==> src/rtl/mult_rr_scheduler_pkg.sv <==
// -----------------------------------------------------------------------------
// mult_rr_scheduler_pkg
// Shared definitions for the round-robin multiplier scheduler:
//   - FSM state encoding (IDLE / CALC / RESP)
//   - default values for the requester count, operand width and index width
//   - modulo-increment helper used for the round-robin pointer
// No ports (package).
// -----------------------------------------------------------------------------
package mult_rr_scheduler_pkg;

    localparam int NREQ_DEF = 4;
    localparam int W_DEF    = 4;
    localparam int IDW_DEF  = 2;

    typedef enum logic [1:0] {
        ST_IDLE = 2'd0,
        ST_CALC = 2'd1,
        ST_RESP = 2'd2
    } state_e;

    // (v + 1) mod n for 0 <= v < n, without a divider
    function automatic int wrap_inc(input int v, input int n);
        int r;
        if (v + 1 >= n) begin
            r = 0;
        end else begin
            r = v + 1;
        end
        return r;
    endfunction

endpackage

==> src/rtl/mult_rr_scheduler_if.sv <==
// -----------------------------------------------------------------------------
// mult_rr_scheduler_if
// Bundles the requester operand ports and the single response port.
//   req_valid/req_ready : per-requester valid/ready handshake (NREQ bits)
//   req_a/req_b         : packed per-requester operands, requester i at [i*W +: W]
//   rsp_valid/rsp_ready : response handshake
//   rsp_id/rsp_y        : requester index and unsigned 2*W-bit product
//   busy                : scheduler is not idle
// master = operand sources + response consumer, slave = scheduler.
// -----------------------------------------------------------------------------
interface mult_rr_scheduler_if #(
    parameter int NREQ = 4,
    parameter int W    = 4,
    parameter int IDW  = 2
);
    logic [NREQ-1:0]   req_valid;
    logic [NREQ*W-1:0] req_a;
    logic [NREQ*W-1:0] req_b;
    logic [NREQ-1:0]   req_ready;
    logic              rsp_valid;
    logic              rsp_ready;
    logic [IDW-1:0]    rsp_id;
    logic [2*W-1:0]    rsp_y;
    logic              busy;

    modport master (
        output req_valid, req_a, req_b, rsp_ready,
        input  req_ready, rsp_valid, rsp_id, rsp_y, busy
    );

    modport slave (
        input  req_valid, req_a, req_b, rsp_ready,
        output req_ready, rsp_valid, rsp_id, rsp_y, busy
    );
endinterface

==> src/rtl/carry_save_multiplier.sv <==
// -----------------------------------------------------------------------------
// carry_save_multiplier
// Combinational unsigned W x W -> 2*W multiplier. Partial products are folded
// into a redundant sum/carry pair by a chain of 3:2 compressors; a single
// carry-propagate add resolves the pair at the end.
//   a, b : W-bit unsigned operands
//   p    : 2*W-bit unsigned product
// -----------------------------------------------------------------------------
module carry_save_multiplier #(
    parameter int W = 4
) (
    input  logic [W-1:0]   a,
    input  logic [W-1:0]   b,
    output logic [2*W-1:0] p
);

    logic [2*W-1:0] sum_s;
    logic [2*W-1:0] carry_s;

    // carry-save reduction of the partial-product rows
    always_comb begin
        logic [2*W-1:0] pp;
        logic [2*W-1:0] nsum;
        logic [2*W-1:0] ncarry;
        sum_s   = {(2*W){1'b0}};
        carry_s = {(2*W){1'b0}};
        pp      = {(2*W){1'b0}};
        nsum    = {(2*W){1'b0}};
        ncarry  = {(2*W){1'b0}};
        for (int i = 0; i < W; i++) begin
            pp      = ({{W{1'b0}}, a} & {(2*W){b[i]}}) << i;
            nsum    = sum_s ^ carry_s ^ pp;
            // the running total always fits in 2*W bits, so the carry shifted
            // out of the top never carries weight
            ncarry  = ((sum_s & carry_s) | (sum_s & pp) | (carry_s & pp)) << 1;
            sum_s   = nsum;
            carry_s = ncarry;
        end
    end

    assign p = sum_s + carry_s;

endmodule

==> src/rtl/mult_rr_scheduler_rr_arbiter.sv <==
// -----------------------------------------------------------------------------
// rr_arbiter
// Purely combinational round-robin arbiter. Picks the first valid requester
// searching rr_ptr, rr_ptr+1, ... modulo NREQ.
//   req_valid : NREQ request bits
//   rr_ptr    : highest-priority requester index
//   grant     : one-hot grant (all zero when nothing is requested)
//   grant_idx : binary index of the granted requester (0 when none)
// -----------------------------------------------------------------------------
module rr_arbiter #(
    parameter int NREQ = 4,
    parameter int IDW  = 2
) (
    input  logic [NREQ-1:0] req_valid,
    input  logic [IDW-1:0]  rr_ptr,
    output logic [NREQ-1:0] grant,
    output logic [IDW-1:0]  grant_idx
);

    logic [2*NREQ-1:0] dbl_s;
    logic [NREQ-1:0]   rot_s;
    logic [NREQ-1:0]   one_s;
    logic              found_s;

    // requests rotated so bit 0 is the current priority holder
    assign dbl_s = {req_valid, req_valid};
    assign rot_s = NREQ'(dbl_s >> rr_ptr);
    assign one_s = {{(NREQ-1){1'b0}}, 1'b1};

    // first set bit of the rotated vector, mapped back to a requester index
    always_comb begin
        found_s   = 1'b0;
        grant_idx = {IDW{1'b0}};
        for (int k = 0; k < NREQ; k++) begin
            if (!found_s && rot_s[k]) begin
                found_s   = 1'b1;
                grant_idx = IDW'((int'(rr_ptr) + k) % NREQ);
            end else begin
                found_s   = found_s;
            end
        end
    end

    // one-hot form of the selected index
    always_comb begin
        if (found_s) begin
            grant = one_s << grant_idx;
        end else begin
            grant = {NREQ{1'b0}};
        end
    end

endmodule

==> src/rtl/mult_rr_scheduler.sv <==
// -----------------------------------------------------------------------------
// mult_rr_scheduler
// Time-shares one carry_save_multiplier among NREQ requesters. In IDLE a
// round-robin arbiter grants one pending request; its operands are captured,
// multiplied in CALC and the product is presented on the response port in
// RESP until accepted. The round-robin pointer moves past the served
// requester only when its response completes.
//   clk, rst : rising-edge clock, asynchronous active-high reset
//   bus      : mult_rr_scheduler_if.slave (request ports, response port, busy)
// -----------------------------------------------------------------------------
module mult_rr_scheduler
    import mult_rr_scheduler_pkg::*;
#(
    parameter int NREQ = NREQ_DEF,
    parameter int W    = W_DEF,
    parameter int IDW  = IDW_DEF
) (
    input  logic                  clk,
    input  logic                  rst,
    mult_rr_scheduler_if.slave    bus
);

    state_e          state_q,     state_d;
    logic [IDW-1:0]  rr_ptr_q,    rr_ptr_d;
    logic [IDW-1:0]  gid_q,       gid_d;
    logic [W-1:0]    op_a_q,      op_a_d;
    logic [W-1:0]    op_b_q,      op_b_d;
    logic [2*W-1:0]  rsp_y_q,     rsp_y_d;
    logic [IDW-1:0]  rsp_id_q,    rsp_id_d;
    logic            rsp_valid_q, rsp_valid_d;
    logic            busy_q,      busy_d;

    logic [NREQ-1:0] grant_s;
    logic [IDW-1:0]  grant_idx_s;
    logic            any_valid_s;
    logic [W-1:0]    sel_a_s;
    logic [W-1:0]    sel_b_s;
    logic [2*W-1:0]  product_s;
    logic [NREQ-1:0] req_ready_s;

    rr_arbiter #(
        .NREQ (NREQ),
        .IDW  (IDW)
    ) u_arb (
        .req_valid (bus.req_valid),
        .rr_ptr    (rr_ptr_q),
        .grant     (grant_s),
        .grant_idx (grant_idx_s)
    );

    carry_save_multiplier #(
        .W (W)
    ) u_mul (
        .a (op_a_q),
        .b (op_b_q),
        .p (product_s)
    );

    assign any_valid_s = |grant_s;

    // AND-OR mux of the granted requester's operands
    always_comb begin
        sel_a_s = {W{1'b0}};
        sel_b_s = {W{1'b0}};
        for (int i = 0; i < NREQ; i++) begin
            sel_a_s = sel_a_s | (bus.req_a[i*W +: W] & {W{grant_s[i]}});
            sel_b_s = sel_b_s | (bus.req_b[i*W +: W] & {W{grant_s[i]}});
        end
    end

    // accept strobe: only in IDLE, and forced low while reset is held
    always_comb begin
        if (!rst && (state_q == ST_IDLE)) begin
            req_ready_s = grant_s;
        end else begin
            req_ready_s = {NREQ{1'b0}};
        end
    end

    // next-state and datapath update
    always_comb begin
        state_d     = state_q;
        rr_ptr_d    = rr_ptr_q;
        gid_d       = gid_q;
        op_a_d      = op_a_q;
        op_b_d      = op_b_q;
        rsp_y_d     = rsp_y_q;
        rsp_id_d    = rsp_id_q;
        rsp_valid_d = rsp_valid_q;
        busy_d      = busy_q;
        case (state_q)
            ST_IDLE: begin
                if (any_valid_s) begin
                    op_a_d  = sel_a_s;
                    op_b_d  = sel_b_s;
                    gid_d   = grant_idx_s;
                    state_d = ST_CALC;
                    busy_d  = 1'b1;
                end else begin
                    state_d = ST_IDLE;
                    busy_d  = 1'b0;
                end
            end
            ST_CALC: begin
                rsp_y_d     = product_s;
                rsp_id_d    = gid_q;
                rsp_valid_d = 1'b1;
                state_d     = ST_RESP;
                busy_d      = 1'b1;
            end
            ST_RESP: begin
                if (bus.rsp_ready) begin
                    rsp_valid_d = 1'b0;
                    rr_ptr_d    = IDW'(wrap_inc(int'(gid_q), NREQ));
                    state_d     = ST_IDLE;
                    busy_d      = 1'b0;
                end else begin
                    state_d     = ST_RESP;
                    busy_d      = 1'b1;
                end
            end
            default: begin
                // unreachable encoding: recover to a clean idle
                state_d     = ST_IDLE;
                rsp_valid_d = 1'b0;
                busy_d      = 1'b0;
            end
        endcase
    end

    // state, operand and response registers
    always_ff @(posedge clk or posedge rst) begin
        if (rst) begin
            state_q     <= ST_IDLE;
            rr_ptr_q    <= {IDW{1'b0}};
            gid_q       <= {IDW{1'b0}};
            op_a_q      <= {W{1'b0}};
            op_b_q      <= {W{1'b0}};
            rsp_y_q     <= {(2*W){1'b0}};
            rsp_id_q    <= {IDW{1'b0}};
            rsp_valid_q <= 1'b0;
            busy_q      <= 1'b0;
        end else begin
            state_q     <= state_d;
            rr_ptr_q    <= rr_ptr_d;
            gid_q       <= gid_d;
            op_a_q      <= op_a_d;
            op_b_q      <= op_b_d;
            rsp_y_q     <= rsp_y_d;
            rsp_id_q    <= rsp_id_d;
            rsp_valid_q <= rsp_valid_d;
            busy_q      <= busy_d;
        end
    end

    assign bus.req_ready = req_ready_s;
    assign bus.rsp_valid = rsp_valid_q;
    assign bus.rsp_y     = rsp_y_q;
    assign bus.rsp_id    = rsp_id_q;
    assign bus.busy      = busy_q;

endmodule

==> src/flat_wrapper.sv <==
// flat-port wrapper written by rule: the top's interface ports become plain ports
module mult_rr_scheduler_flat import mult_rr_scheduler_pkg::*;
#(
    parameter int NREQ = NREQ_DEF,
    parameter int W    = W_DEF,
    parameter int IDW  = IDW_DEF
)
  (clk, rst, bus_req_valid, bus_req_a, bus_req_b, bus_rsp_ready, bus_req_ready, bus_rsp_valid, bus_rsp_id, bus_rsp_y, bus_busy);
  mult_rr_scheduler_if #(.NREQ(NREQ), .W(W), .IDW(IDW)) bus_i ();
  input  logic clk;
  input  logic rst;
  input wire logic [$bits(bus_i.req_valid)-1:0] bus_req_valid;
  input wire logic [$bits(bus_i.req_a)-1:0] bus_req_a;
  input wire logic [$bits(bus_i.req_b)-1:0] bus_req_b;
  input wire logic [$bits(bus_i.rsp_ready)-1:0] bus_rsp_ready;
  output wire logic [$bits(bus_i.req_ready)-1:0] bus_req_ready;
  output wire logic [$bits(bus_i.rsp_valid)-1:0] bus_rsp_valid;
  output wire logic [$bits(bus_i.rsp_id)-1:0] bus_rsp_id;
  output wire logic [$bits(bus_i.rsp_y)-1:0] bus_rsp_y;
  output wire logic [$bits(bus_i.busy)-1:0] bus_busy;
  assign bus_i.req_valid = bus_req_valid;
  assign bus_i.req_a = bus_req_a;
  assign bus_i.req_b = bus_req_b;
  assign bus_i.rsp_ready = bus_rsp_ready;
  assign bus_req_ready = bus_i.req_ready;
  assign bus_rsp_valid = bus_i.rsp_valid;
  assign bus_rsp_id = bus_i.rsp_id;
  assign bus_rsp_y = bus_i.rsp_y;
  assign bus_busy = bus_i.busy;
  mult_rr_scheduler #(.NREQ(NREQ), .W(W), .IDW(IDW)) u_core (.clk(clk), .rst(rst), .bus(bus_i));
endmodule
==> config.mk <==
export PLATFORM = sky130hd
export DESIGN_NAME = mult_rr_scheduler_flat
export DESIGN_NICKNAME = d
export VERILOG_FILES = /design/src/rtl/mult_rr_scheduler_pkg.sv /design/src/rtl/mult_rr_scheduler_if.sv /design/src/rtl/carry_save_multiplier.sv /design/src/rtl/mult_rr_scheduler_rr_arbiter.sv /design/src/rtl/mult_rr_scheduler.sv /design/src/flat_wrapper.sv
export SDC_FILE = /design/constraint.sdc
export NUM_CORES = 1
export LEC_CHECK = 0
export ABC_AREA = 1
export BUFFER_PORTS_ARGS = -buffer_cell sky130_fd_sc_hd__buf_2
export CAP_MARGIN = 20
export CORE_MARGIN = 10
export CORE_UTILIZATION = 48
export CTS_CLUSTER_DIAMETER = 30
export DETAILED_ROUTE_END_ITERATION = 10
export GPL_TIMING_DRIVEN = 0
export PLACE_DENSITY = 0.76
export SLEW_MARGIN = 20
export SYNTH_ARGS = -nofsm -noshare
export SYNTH_HDL_FRONTEND = slang
export SYNTH_SLANG_ARGS = --single-unit
==> constraint.sdc <==
create_clock -name clk -period 2.4 [get_ports clk]
set_input_delay 0.24 -clock clk [delete_from_list [all_inputs] [get_ports clk]]
set_output_delay 0.24 -clock clk [all_outputs]
set_load 0.01 [all_outputs]
==> qor.yml <==
status: "finished with violations"
violations: "negative setup slack"
slew_headroom_pct: 38.8
antenna_found_initial: 0
setup_viol: 3
leakage_nw: 1.42
p_int_mw: 2.35
cp-end-kind: "flip-flop"
avgSynthCellArea_um2: 7.28
fmax_mhz: 385
nets: 400
grt_pass1_vias: 2075
initial_core_util_pct: 50.2
drtIter0Drc: 83
crit_path_max_fanout: 4
fin_util_pct: 63.6
sw_frac_of_total_pct: 50.0
wl_per_cell_um: 12.2
cts_hold_buf: 0
critPathBufInv: 3
cts_tree: "built"
cp_slowest_stage_delay_ns: 0.52
syn_area_um2: 2020
seq_power_share_pct: 17.6
place_ws_ns: -0.262
vias: 1939
pwr-share-comb_pct: 74.6
drv_slew: 0
period_needed_ns: 2.59
multi_input_area_um2: 1230
slowest_stage: "fa_2"
clkTransAtPathRegs_ns: 0.09
cp.arrival_ns: 2.82
dr.pass1.iters: 4
grt_pass1_wl_um: 8730
crit_type: "flip-flop to flip-flop"
clock-sinks: 26
finalWorstSetupSlack_ns: -0.195
drive_above_1_share_pct: 33.2
yosysTopAreaCell: "dfrtp_1"
synth_seq_cells: 26
clk_latency_ns: 0.28
overflow: 0
grt_start_max_net_pins: 28
rsz0062_at_grt: "yes"
track_usage_pct: 13.8
crit_path_frequent_cell: "nand2_1"
root_buffer: "clkbuf_8"
seq_area_um2: 651
num_rows: 23
dp_cells: 382
die_width_um: 84.9
die_h_um: 84.9
hold_violations: 0
detail-route-antenna-nets: 0
syn_inst: 278
powerDensity_nw_per_um2: 1830
holdWs_ns: 0.0333
ys_seq_area_share_pct: 32.1
start_kind: "flip-flop"
ir_worst_vdd_mv: 1.09
total_power_mw: 4.70
dp_hpwl_um: 3830
stdcell_area_um2: 2560
drv_cap: 0
stdcell_count: 396
fillerInstances: 379
wirelength_um: 4820
gp_congestion: 0.782
port_buffers: 54
numCtsBuffers: 3
htreeDepth: 1
cp.required_ns: 2.62
clkPwrFrac_pct: 7.8
dpl_cell_area_um2: 2370
route.detailed.drc: 0
coreArea_um2: 4030
fin_setup_tns_ns: -0.457
worst_pin_slew_ns: 0.913
die_area_um2: 7210
cp_cell_sequence: "nand2_1, inv_2, ha_4, inv_2, fa_1, inv_1, fa_1, ha_2, fa_2, nand2_1, nand2_1"
crit_family: "adder cells"
viasPerCell: 4.90
area_delta_synth_final_pct: 26.5
fin_crit_sh_pct: 108
synthTopCellsByArea: "dfrtp_1 32%, nand2_1 15%, nand3_1 10%"
hold_class: "input port to async pin"
synth_cell_types: 33
cts_max_path_buffers: 2
fin_skew_ns: 0.00201
switching_power_mw: 2.35
boundaryPins: 55
syn_nets: 331
synth_top_area_share_pct: 32.1
diodes: 0
yosys_warnings: 0
[synth_stat cells]
| library cell | instances |
|---|---|
| o21bai_1 | 1 |
| clkbuf_1 | 1 |
| a21oi_4 | 1 |
| nand3_4 | 1 |
| inv_2 | 2 |
| nand2_2 | 9 |
| nor4_1 | 1 |
| a21oi_2 | 1 |
| buf_4 | 1 |
| a21oi_1 | 3 |
| nor3_1 | 4 |
| nand2_4 | 2 |
| buf_6 | 4 |
| a21o_1 | 1 |
| nand2_1 | 82 |
| nand4_1 | 2 |
| nor2_4 | 2 |
| nand3_1 | 42 |
| nor2_8 | 1 |
| nor2_1 | 31 |
| inv_1 | 30 |
| buf_2 | 1 |
| nand3_2 | 1 |
| xor2_1 | 1 |
| fa_1 | 7 |
| o31ai_1 | 1 |
| xnor2_1 | 1 |
| o21ai_0 | 5 |
| inv_4 | 3 |
| dfrtp_1 | 26 |
| nor2_2 | 2 |
| o22ai_1 | 1 |
| ha_1 | 7 |
[kinds of logic after synthesis]
group,Yosys count,share of synthesized area [%]
buf+inv,42,9.89
flops,26,32.1
fa+ha+maj,14,11.2
compound gates,14,4.64
simple gates,180,41.2
xor+xnor,2,0.865
[worst register-to-register path: stages, from the launching register on]
cell and delay (ns):
dfrtp_1 0.40, nand2_1 0.08, inv_2 0.07, ha_4 0.12, inv_2 0.03, fa_1 0.47
inv_1 0.05, fa_1 0.45, ha_2 0.21, fa_2 0.52, nand2_1 0.05, nand2_1 0.08
[power groups by stage]
stage	clock (mW)	sequential (mW)	combinational (mW)
2_1_floorplan	0	0.852	2.41
3_3_place_gp	0	0.842	3.05
3_5_place_dp	0	0.851	3.14
4_1_cts	0.380	0.826	3.37
5_1_grt	0.387	0.859	4.00
6_report	0.366	0.826	3.50
[repair_timing]
| item | CTS | global route |
|---|---|---|
| cloned | 0 | 0 |
| gates resized for setup | 7 | 6 |
| pin swaps | 7 | 4 |
| endpoints found under the setup margin | 3 | 7 |
| buffers inserted | 8 | 3 |
[sequential cells by signal, indices dropped and copies added (netlist names)]
register / count
u_core.bus.busy: 1
u_core.op_a_q: 4
u_core.bus.rsp_id: 2
u_core.bus.rsp_valid: 1
u_core.gid_q: 2
u_core.op_b_q: 4
u_core.bus.rsp_y: 8
u_core.state_q: 2
u_core.rr_ptr_q: 2
[placed cells by master, fill, tap and decap left out, drive strengths merged]
master and instances:
a21o 1, a21oi 5, buf 70, bufinv 1, clkbuf 4, clkinv 1
dfrtp 26, fa 7, ha 7, inv 34, nand2 93, nand3 44
nand4 2, nor2 36, nor3 4, nor4 1, o21ai 5, o21bai 1
o22ai 1, o31ai 1, xnor2 1, xor2 1
[path summary, 6_finish.rpt]
check	startpoint	slack, ns	endpoint	depth (start not counted)
hold reg to reg	u_core.bus.rsp_id[1]	0.47	u_core.bus.rsp_id[1]	2
setup / recovery	u_core.op_b_q[0]	-0.19	u_core.bus.rsp_y[5]	11
hold / removal	rst	0.03	u_core.bus.rsp_valid	2
max in group asynchronous	rst	1.94	u_core.op_a_q[3]	2
setup reg to reg	u_core.op_b_q[0]	-0.19	u_core.bus.rsp_y[5]	11
min in group clk	bus_rsp_ready	0.25	u_core.state_q[1]	4
[cell type report]
class,instances,share of cell area (%)
flip-flops and latches,26,25.4
plain buffers,7,2.39
inverters,35,5.42
repair buffers,64,13.6
clock inverters,1,1.17
well taps,50,2.44
clock buffers,3,1.61
multi-input cells,210,47.9
[routing by layer]
layer  track usage, %  part of all wire [%]
met4             5.09                   1.6
met2             22.4                    45
met3             3.06                   5.9
met1             17.3                    47
met5                0                     0
No activity file was read; power rests on OpenSTA's default activity.
